===== src/rtl/cpu_pkg.sv =====
// Shared CPU definitions: data width, load/store func3 codes and the memory-stage FSM encoding.
package cpu_pkg;

    localparam int XLEN = 32;

    // func3 encodings shared by loads and stores (the unsigned forms exist only for loads)
    localparam logic [2:0] F3_B  = 3'b000;
    localparam logic [2:0] F3_H  = 3'b001;
    localparam logic [2:0] F3_W  = 3'b010;
    localparam logic [2:0] F3_BU = 3'b100;
    localparam logic [2:0] F3_HU = 3'b101;

    typedef enum logic [1:0] {
        ST_IDLE   = 2'd0,
        ST_REQ    = 2'd1,
        ST_WAIT   = 2'd2,
        ST_RETIRE = 2'd3
    } mau_state_t;

endpackage


===== src/rtl/mem_align.sv =====
// Combinational byte-lane logic: store lane placement and strobes, load extraction with
// sign/zero extension, and detection of illegal func3 and misaligned accesses.
module mem_align
    import cpu_pkg::*;
(
    input  logic            is_store,
    input  logic [2:0]      func3,
    input  logic [1:0]      off,
    input  logic [XLEN-1:0] wdata,
    input  logic [XLEN-1:0] rdata,
    output logic [XLEN-1:0] lane_wdata,
    output logic [3:0]      lane_wstrb,
    output logic [XLEN-1:0] load_data,
    output logic            illegal,
    output logic            misaligned
);

    logic [7:0]  rbyte;
    logic [15:0] rhalf;

    assign rbyte = rdata[{off, 3'b000} +: 8];
    assign rhalf = rdata[{off[1], 4'b0000} +: 16];

    // Store lanes: the data is replicated so the strobes alone pick the target bytes
    always_comb begin
        lane_wdata = wdata;
        lane_wstrb = 4'b0000;
        if (is_store) begin
            case (func3)
                F3_B: begin
                    lane_wdata = {4{wdata[7:0]}};
                    lane_wstrb = 4'b0001 << off;
                end
                F3_H: begin
                    lane_wdata = {2{wdata[15:0]}};
                    lane_wstrb = 4'b0011 << off;
                end
                F3_W: begin
                    lane_wdata = wdata;
                    lane_wstrb = 4'b1111;
                end
                default: begin
                    lane_wdata = wdata;
                    lane_wstrb = 4'b0000;
                end
            endcase
        end
    end

    // Load extraction and extension
    always_comb begin
        load_data = '0;
        case (func3)
            F3_B:    load_data = {{24{rbyte[7]}}, rbyte};
            F3_H:    load_data = {{16{rhalf[15]}}, rhalf};
            F3_W:    load_data = rdata;
            F3_BU:   load_data = {24'd0, rbyte};
            F3_HU:   load_data = {16'd0, rhalf};
            default: load_data = '0;
        endcase
    end

    // Legality: stores only have B/H/W; loads lack 011/110/111.
    // Alignment: func3[1:0] gives the access size for every legal code.
    always_comb begin
        illegal    = 1'b0;
        misaligned = 1'b0;
        if (is_store)
            illegal = !(func3 == F3_B || func3 == F3_H || func3 == F3_W);
        else
            illegal = (func3 == 3'b011) || (func3 == 3'b110) || (func3 == 3'b111);
        if (func3[1:0] == 2'b01)
            misaligned = off[0];
        else if (func3[1:0] == 2'b10)
            misaligned = (off != 2'b00);
    end

endmodule


===== src/rtl/mem_access_unit.sv =====
// Memory stage: accepts one load/store, drives a valid/ready word-wide data-memory request,
// waits for the response and retires with a single writeback or fault pulse.
module mem_access_unit #(
    parameter int XLEN   = 32,
    parameter int ADDR_W = 32
) (
    input  logic              clk,
    input  logic              rst,
    input  logic              in_valid,
    output logic              in_ready,
    input  logic              in_is_store,
    input  logic [2:0]        in_func3,
    input  logic [ADDR_W-1:0] in_addr,
    input  logic [XLEN-1:0]   in_wdata,
    input  logic [4:0]        in_rd,
    output logic              mem_req_valid,
    input  logic              mem_req_ready,
    output logic              mem_we,
    output logic [ADDR_W-1:0] mem_addr,
    output logic [XLEN-1:0]   mem_wdata,
    output logic [3:0]        mem_wstrb,
    input  logic              mem_rsp_valid,
    input  logic [XLEN-1:0]   mem_rdata,
    output logic              wb_valid,
    output logic [4:0]        wb_rd,
    output logic [XLEN-1:0]   wb_data,
    output logic              done,
    output logic              fault
);
    import cpu_pkg::*;

    mau_state_t        state, state_nx;
    logic              r_store;
    logic [2:0]        r_func3;
    logic [ADDR_W-1:0] r_addr;
    logic [XLEN-1:0]   r_wdata;
    logic [4:0]        r_rd;
    logic              r_fault;
    logic [4:0]        wb_rd_q;
    logic [XLEN-1:0]   wb_data_q;

    logic              idle, accept;
    logic              al_store;
    logic [2:0]        al_func3;
    logic [1:0]        al_off;
    logic [XLEN-1:0]   lane_wdata, load_data;
    logic [3:0]        lane_wstrb;
    logic              illegal, misaligned;

    assign idle   = (state == ST_IDLE);
    assign accept = idle & in_valid;

    // In IDLE the aligner checks the incoming request; afterwards it works on the latched one
    assign al_store = idle ? in_is_store    : r_store;
    assign al_func3 = idle ? in_func3       : r_func3;
    assign al_off   = idle ? in_addr[1:0]   : r_addr[1:0];

    mem_align u_align (
        .is_store   (al_store),
        .func3      (al_func3),
        .off        (al_off),
        .wdata      (r_wdata),
        .rdata      (mem_rdata),
        .lane_wdata (lane_wdata),
        .lane_wstrb (lane_wstrb),
        .load_data  (load_data),
        .illegal    (illegal),
        .misaligned (misaligned)
    );

    // FSM state register
    always_ff @(posedge clk or posedge rst) begin
        if (rst) state <= ST_IDLE;
        else     state <= state_nx;
    end

    // Next state and all handshake/pulse outputs
    always_comb begin
        state_nx      = state;
        in_ready      = 1'b0;
        mem_req_valid = 1'b0;
        mem_we        = 1'b0;
        mem_wstrb     = 4'b0000;
        done          = 1'b0;
        fault         = 1'b0;
        wb_valid      = 1'b0;
        case (state)
            ST_IDLE: begin
                in_ready = 1'b1;
                if (in_valid)
                    state_nx = (illegal | misaligned) ? ST_RETIRE : ST_REQ;
            end
            ST_REQ: begin
                mem_req_valid = 1'b1;
                mem_we        = r_store;
                mem_wstrb     = r_store ? lane_wstrb : 4'b0000;
                if (mem_req_ready) state_nx = ST_WAIT;
            end
            ST_WAIT: begin
                if (mem_rsp_valid) state_nx = ST_RETIRE;
            end
            ST_RETIRE: begin
                done     = 1'b1;
                fault    = r_fault;
                wb_valid = !r_store && !r_fault && (r_rd != 5'd0);
                state_nx = ST_IDLE;
            end
            default: state_nx = ST_IDLE;
        endcase
    end

    // Request latch: captured on accept and held stable through REQ/WAIT
    always_ff @(posedge clk or posedge rst) begin
        if (rst) begin
            r_store <= 1'b0;
            r_func3 <= 3'b000;
            r_addr  <= '0;
            r_wdata <= '0;
            r_rd    <= 5'd0;
            r_fault <= 1'b0;
        end else if (accept) begin
            r_store <= in_is_store;
            r_func3 <= in_func3;
            r_addr  <= in_addr;
            r_wdata <= in_wdata;
            r_rd    <= in_rd;
            r_fault <= illegal | misaligned;
        end
    end

    // Writeback result: updated only by a load response, held otherwise
    always_ff @(posedge clk or posedge rst) begin
        if (rst) begin
            wb_rd_q   <= 5'd0;
            wb_data_q <= '0;
        end else if (state == ST_WAIT && mem_rsp_valid && !r_store) begin
            wb_rd_q   <= r_rd;
            wb_data_q <= load_data;
        end
    end

    assign mem_addr  = {r_addr[ADDR_W-1:2], 2'b00};
    assign mem_wdata = lane_wdata;
    assign wb_rd     = wb_rd_q;
    assign wb_data   = wb_data_q;

endmodule


===== config.mk =====
export PLATFORM = sky130hd
export DESIGN_NAME = mem_access_unit
export DESIGN_NICKNAME = d
export VERILOG_FILES = /design/src/rtl/cpu_pkg.sv /design/src/rtl/mem_align.sv /design/src/rtl/mem_access_unit.sv
export SDC_FILE = /design/constraint.sdc
export NUM_CORES = 1
export LEC_CHECK = 0
export CORE_ASPECT_RATIO = 1.4
export CORE_MARGIN = 2
export CORE_UTILIZATION = 50
export CTS_BUF_LIST = sky130_fd_sc_hd__clkbuf_8
export DETAILED_ROUTE_END_ITERATION = 10
export GPL_TIMING_DRIVEN = 0
export PLACE_DENSITY = 0.89
export SLEW_MARGIN = 15
export SYNTH_ARGS = -nofsm -noshare
export SYNTH_HDL_FRONTEND = slang
export SYNTH_SLANG_ARGS = --single-unit

===== constraint.sdc =====
create_clock -name clk -period 9.52 [get_ports clk]
set_clock_uncertainty 0.1 [all_clocks]
set_input_delay 0.952 -clock clk [delete_from_list [all_inputs] [get_ports clk]]
set_output_delay 0.952 -clock clk [all_outputs]
set_load 0.005 [all_outputs]

; Word-level counts from Yosys, hierarchy flattened
; Index checks and enable logic that the tools add are counted.
[word_totals]
ff_bits = 113
mem_bits_ro = 0
word_cells = 70
ram_bits = 0
mem_count = 0
latchBits = 0
out_inout_bits = 111
[op_classes]
reduce_logical = 16
order_cmp = 0
mux = 24
eq_ne = 15
multipliers = 0
bitwise = 2
n_div = 0
addsub = 0
shift = 4
[op_table]
columns = cell, n
row1 = 32-bit one-hot mux with 5 select lines, 1
row2 = 32-bit one-hot mux with 2 select lines, 1
row3 = 32-bit 2-to-1 mux, 1
row4 = 32-bit by 6-bit variable part select with 16-bit output, 1
row5 = 32-bit by 6-bit variable part select with 8-bit output, 1
row6 = "3-bit == test, second input constant", 4
row7 = 4-bit 2-to-1 mux, 3
row8 = 4-bit one-hot mux with 3 select lines, 1
row9 = 1-bit 2-to-1 mux, 10
row10 = 2-bit 2-to-1 mux, 5
row11 = 2-bit one-hot mux with 4 select lines, 1
row12 = "2-bit == test, second input constant", 3
row13 = "3-bit by 2-bit == test with 1-bit output, second input constant", 2
row14 = "2-bit != test, second input constant", 3
row15 = 5-bit nonzero test, 1
row16 = "2-bit by 1-bit == test with 1-bit output, second input constant", 2
row17 = 1-bit logical AND, 4
row18 = 1-bit logical OR, 4
row19 = "1-bit by 2-bit left shift with 4-bit output, first input constant", 1
row20 = "2-bit by 2-bit left shift with 4-bit output, first input constant", 1
row21 = "3-bit by 1-bit == test with 1-bit output, second input constant", 1
row22 = 1-bit logical NOT, 3
row23 = 3-bit logical NOT, 1
row24 = 3-bit 2-to-1 mux, 1
row25 = other kinds (5), 5

; Depth between registers and ports, before layout
[logic_depth]
depth_word = 11
depth_mapped = 10

; By module
; From an unflattened synthesis, not the netlist that was laid out.
[unflattened]
cells_unflattened = 503
area_unflattened_um2 = 6352.3
[modules_own_cells]
columns = module, cells_per_inst, instances, seq_area_each_um2, area_per_inst_um2
row1 = mem_access_unit, 305, 1, 2827.7, 4794.6
row2 = mem_align, 198, 1, 0.0, 1557.7

; Worst setup path before layout
; No wires, ideal clock.
[synth_timing]
kind = register to output
start = register state[0]
end = output mem_wdata[22]
path_buffers = 2
setup_slack_ns = 6.425
arrival_time_ns = 2.043
t_required_ns = 8.468
stages_incl_launch_ff = 9
path_cell_list = dfrtp_1 > inv_1 > ha_1 > buf_6 > mux2i_1 > nor2_2 > nand2_4 > buf_6 > mux2_4
[synth_between]
elab_chain_cells = 5
[synth_lines]
columns = element, line_no
row1 = from (decl), mem_access_unit.sv:32  ; mau_state_t state, state_nx;
row2 = from (signal assigned), mem_access_unit.sv:74  ; else state <= state_nx;
row3 = 2-bit logical NOT *, mem_access_unit.sv:50  ; assign idle = (state == ST_IDLE);
row4 = 3-bit 2-to-1 mux, mem_access_unit.sv:55  ; assign al_func3 = idle ? in_func3 : r_func3;
row5 = 3-bit by 1-bit == test with 1-bit output or 3-bit logical NOT (tied branches), mem_align.sv:29  ; case (func3)
row6 = 32-bit one-hot mux with 2 select lines, mem_align.sv:29
row7 = 32-bit 2-to-1 mux *, mem_align.sv:28  ; if (is_store) begin
row8 = to (decl), mem_access_unit.sv:20  ; output logic [XLEN-1:0] mem_wdata,
; Every way passes the cells marked *; elsewhere a longest branch is shown, timed or not.

; Worst setup path after layout
[layout_timing]
start = register state[1]
end = output mem_wdata[22]
; The elaborated chain is that of the path after synthesis.

==> impl_metrics.py <==
metrics = {
    "die": {
        "io_pins": 221,
        "dieArea_mm2": 0.01278,
        "die_w_um": 96.11,
        "initial_utilization_pct": 50.74,
        "die_y_um": 132.9,
        "core-area_mm2": 0.01170,
        "rows": 47,
    },
    "cells_and_area": {
        "finalNonFillerCells": 908,
        "area_delta_synth_final_pct": 47.07,
        "fin_area_mm2": 0.008733,
        "mostFrequentLayoutCells": "clkdlybuf4s50_1, dfrtp_1, mux2_2",
        "drive_above_1_share_pct": 27.60,
        "multiInputGateArea_mm2": 0.002591,
        "fill_cells": 783,
        "nets": 862,
        "diodes": 0,
        "fin_util_pct": 74.63,
        "final_common_cell": "clkdlybuf4s50_1",
        "regArea_mm2": 0.002828,
    },
    "setup_path": {
        "reg2regPathDepth": 8,
        "r2r_start": "state[1]",
        "start_kind": "register",
        "crit_slowest_cell": "mux2i_1",
        "worstSetupPathType": "register to output pin",
        "cpPeakStageDelay_ns": 0.72,
        "crit_chain": "inv_1 > ha_1 > buf_6 > mux2i_1 > nor2_2 > nand2_4 > buf_6 > mux2_4 > clkdlybuf4s50_1",
        "worstSetupEndpointType": "output pin",
        "r2r-end": "wb_data[12]",
        "critPathArrivalTime_ns": 3.44,
        "critPathMaxFanout": 10,
        "crit_top_cell": "buf_6",
        "worstPathRequired_ns": 8.47,
        "r2r_slack_ns": 6.82,
    },
    "sta": {
        "fin_ws_ns": 5.025,
        "period_minus_slack_ns": 4.495,
        "worst_pin_slew_ns": 0.8432,
        "rsz0062_at_grt": "no",
        "period_share_pct": 47.21,
        "drv_slew": 0,
        "setup_viol": 0,
        "tns_ns": 0,
        "slew_headroom_pct": 42.18,
        "whs_ns": 0.3898,
        "max_freq_ghz": 0.2225,
        "finalHoldViolations": 0,
    },
    "placed_design": {
        "place_ws_ns": 5.107,
        "placed_area_mm2": 0.008341,
        "gp_congestion": 0.8851,
        "port_buffers": 218,
        "place_hpwl_mm": 13.14,
        "placed_cells": 876,
    },
    "synth": {
        "synth-edff-count": 0,
        "synth_top_cell_area_share_pct": 47.62,
        "synth_top_flop_cell": "dfrtp_1",
        "ys_seq_area_share_pct": 47.62,
        "syn_area_mm2": 0.005938,
        "synth_area_leaders": "dfrtp_1, mux2_2, buf_4",
        "synth_cells": 509,
        "synth-seq-cells": 113,
        "yosysUniqueCellTypes": 57,
        "async_reset_ff_share_pct": 100.0,
        "synth_top_cell_by_area": "dfrtp_1",
        "syn-mean-instance-area_um2": 11.67,
        "yosysWarnings": 0,
    },
    "clocking": {
        "cts_sinks": 113,
        "cts_tree": "done",
        "cts_made_buffers": 17,
        "cts_setup_buffers": 0,
        "htreeDepth": 4,
        "cts_hold_buf": 0,
        "cts_buffer_depth": 2,
        "worstSkewPairLatency_ns": 0.43,
        "cts_root_buffer": "clkbuf_8",
        "cts_resized": 0,
        "clk_pin_slew_ns": 0.07,
    },
    "power_and_ir_drop": {
        "p_sw_mw": 1.053,
        "p_sw_share_pct": 35.06,
        "p_leak_nw": 3.640,
        "ir_drop_v": 0.0002087,
        "p_int_mw": 1.951,
        "power_mw": 3.004,
        "power_density_mw_per_mm2": 344.0,
        "pwr-share-comb_pct": 56.1,
        "p_seq_share_pct": 29.1,
        "clkPwrFrac_pct": 14.9,
    },
    "drt": {
        "ant_nets": 0,
        "drtIter0Drc": 345,
        "wire_per_inst_um": 18.99,
        "wl_mm": 17.24,
        "drc": 0,
        "via_count": 5105,
        "routed_via_density": 5.622,
        "first_pass_iters": 7,
    },
    "global_route": {
        "grt_pass1_wl_mm": 26.52,
        "grt_pass1_vias": 5356,
        "grt-ovfl-total": 0,
        "grt_use_total_pct": 27.40,
        "grt_max_degree": 67,
        "grt_antenna_before_repair": 0,
    },
    "hold_path": {
        "hp-class": "register to register",
        "hp-start": "wb_data[18]",
        "holdPathStages": 2,
        "whs_endpoint": "wb_data[18]",
    },
    "outcome": {
        "status": "finished clean",
    },
    "flow_run": {
        "maxCapViolCount": 0,
    },
}
==> synth_stat cells, types with 3 or more instances <==
cell       number
buf_6           6
nor3_1          3
o211ai_1        3
dfrtp_1       113
nand2_1        49
o2bb2ai_1       4
nor2_1          8
o21ai_1        12
a21oi_1         8
nand2b_1        7
o21ai_0        27
clkbuf_1        6
ha_1            4
mux2_2         92
a222oi_1       23
inv_1           8
buf_2          13
a221o_1         4
buf_4          43
mux2i_1         7
a22oi_1        16
mux2_4          4
and2_1          3
==> sequential cells by signal, indices dropped and copies added, names as in the netlist <==
register and flops:
r_fault 1, wb_rd 5, r_wdata 32, r_func3 3, state 2, wb_data 32, r_store 1, r_addr 32
r_rd 5
==> how the worst max path moves through the flow <==
stage | to | slack [ns] | depth (start not counted) | startpoint
floorplan | r_addr[0] | 5.48 | 1 | rst
global placement | wb_rd[1] | 4.01 | 2 | rst
detailed placement | mem_wdata[22] | 5.11 | 7 | in_is_store
CTS | mem_wdata[22] | 4.98 | 9 | state[1]
global route | mem_wdata[22] | 4.81 | 9 | state[1]
finish | mem_wdata[22] | 5.03 | 9 | state[1]
==> metal layers <==
metal  vias to the layer above  global-route usage (%)  routed length, um
met3                        47                   8.542               1584
met4                         0                   12.78                679
met5                         -                       0                  0
met2                       285                   47.15               8918
met1                      2449                   30.01               6060
li1                       2324                       -                  -
==> kinds of logic after synthesis <==
group,after synthesis,synth area share (%)
mux,105,20.25
simple gates,89,7.354
compound gates,120,15.07
fa+ha+maj,4,0.8428
buf+inv,77,8.807
other cells,1,0.06315
flops,113,47.62
==> critical path: cells and delay by family (launching register included) <==
| family | cells | cell delay [ns] |
|---|---|---|
| multiplexers | 2 | 1.02 |
| buffers and inverters | 4 | 0.92 |
| flip-flops | 1 | 0.43 |
| adder cells (fa/ha/maj) | 1 | 0.32 |
| AND/OR/NAND/NOR | 2 | 0.31 |
==> power groups by stage <==
stage	logic [mW]	registers, mW	clock network (mW)
after floorplan	0.946	0.837	0
after global placement	1.63	0.857	0
after detailed placement	1.68	0.878	0
after CTS	1.69	0.870	0.454
after global routing	1.81	0.901	0.476
final	1.68	0.873	0.447
==> cell type report <==
cell class / count / area share (%)
flip-flops and latches: 113 / 32.38
multi-input cells: 320 / 29.67
repair buffers: 219 / 25.30
plain buffers: 69 / 5.645
clock buffers: 17 / 2.679
well taps: 147 / 2.106
clock inverters: 15 / 1.819
inverters: 8 / 0.4011
No activity file was read; power rests on OpenSTA's default activity.
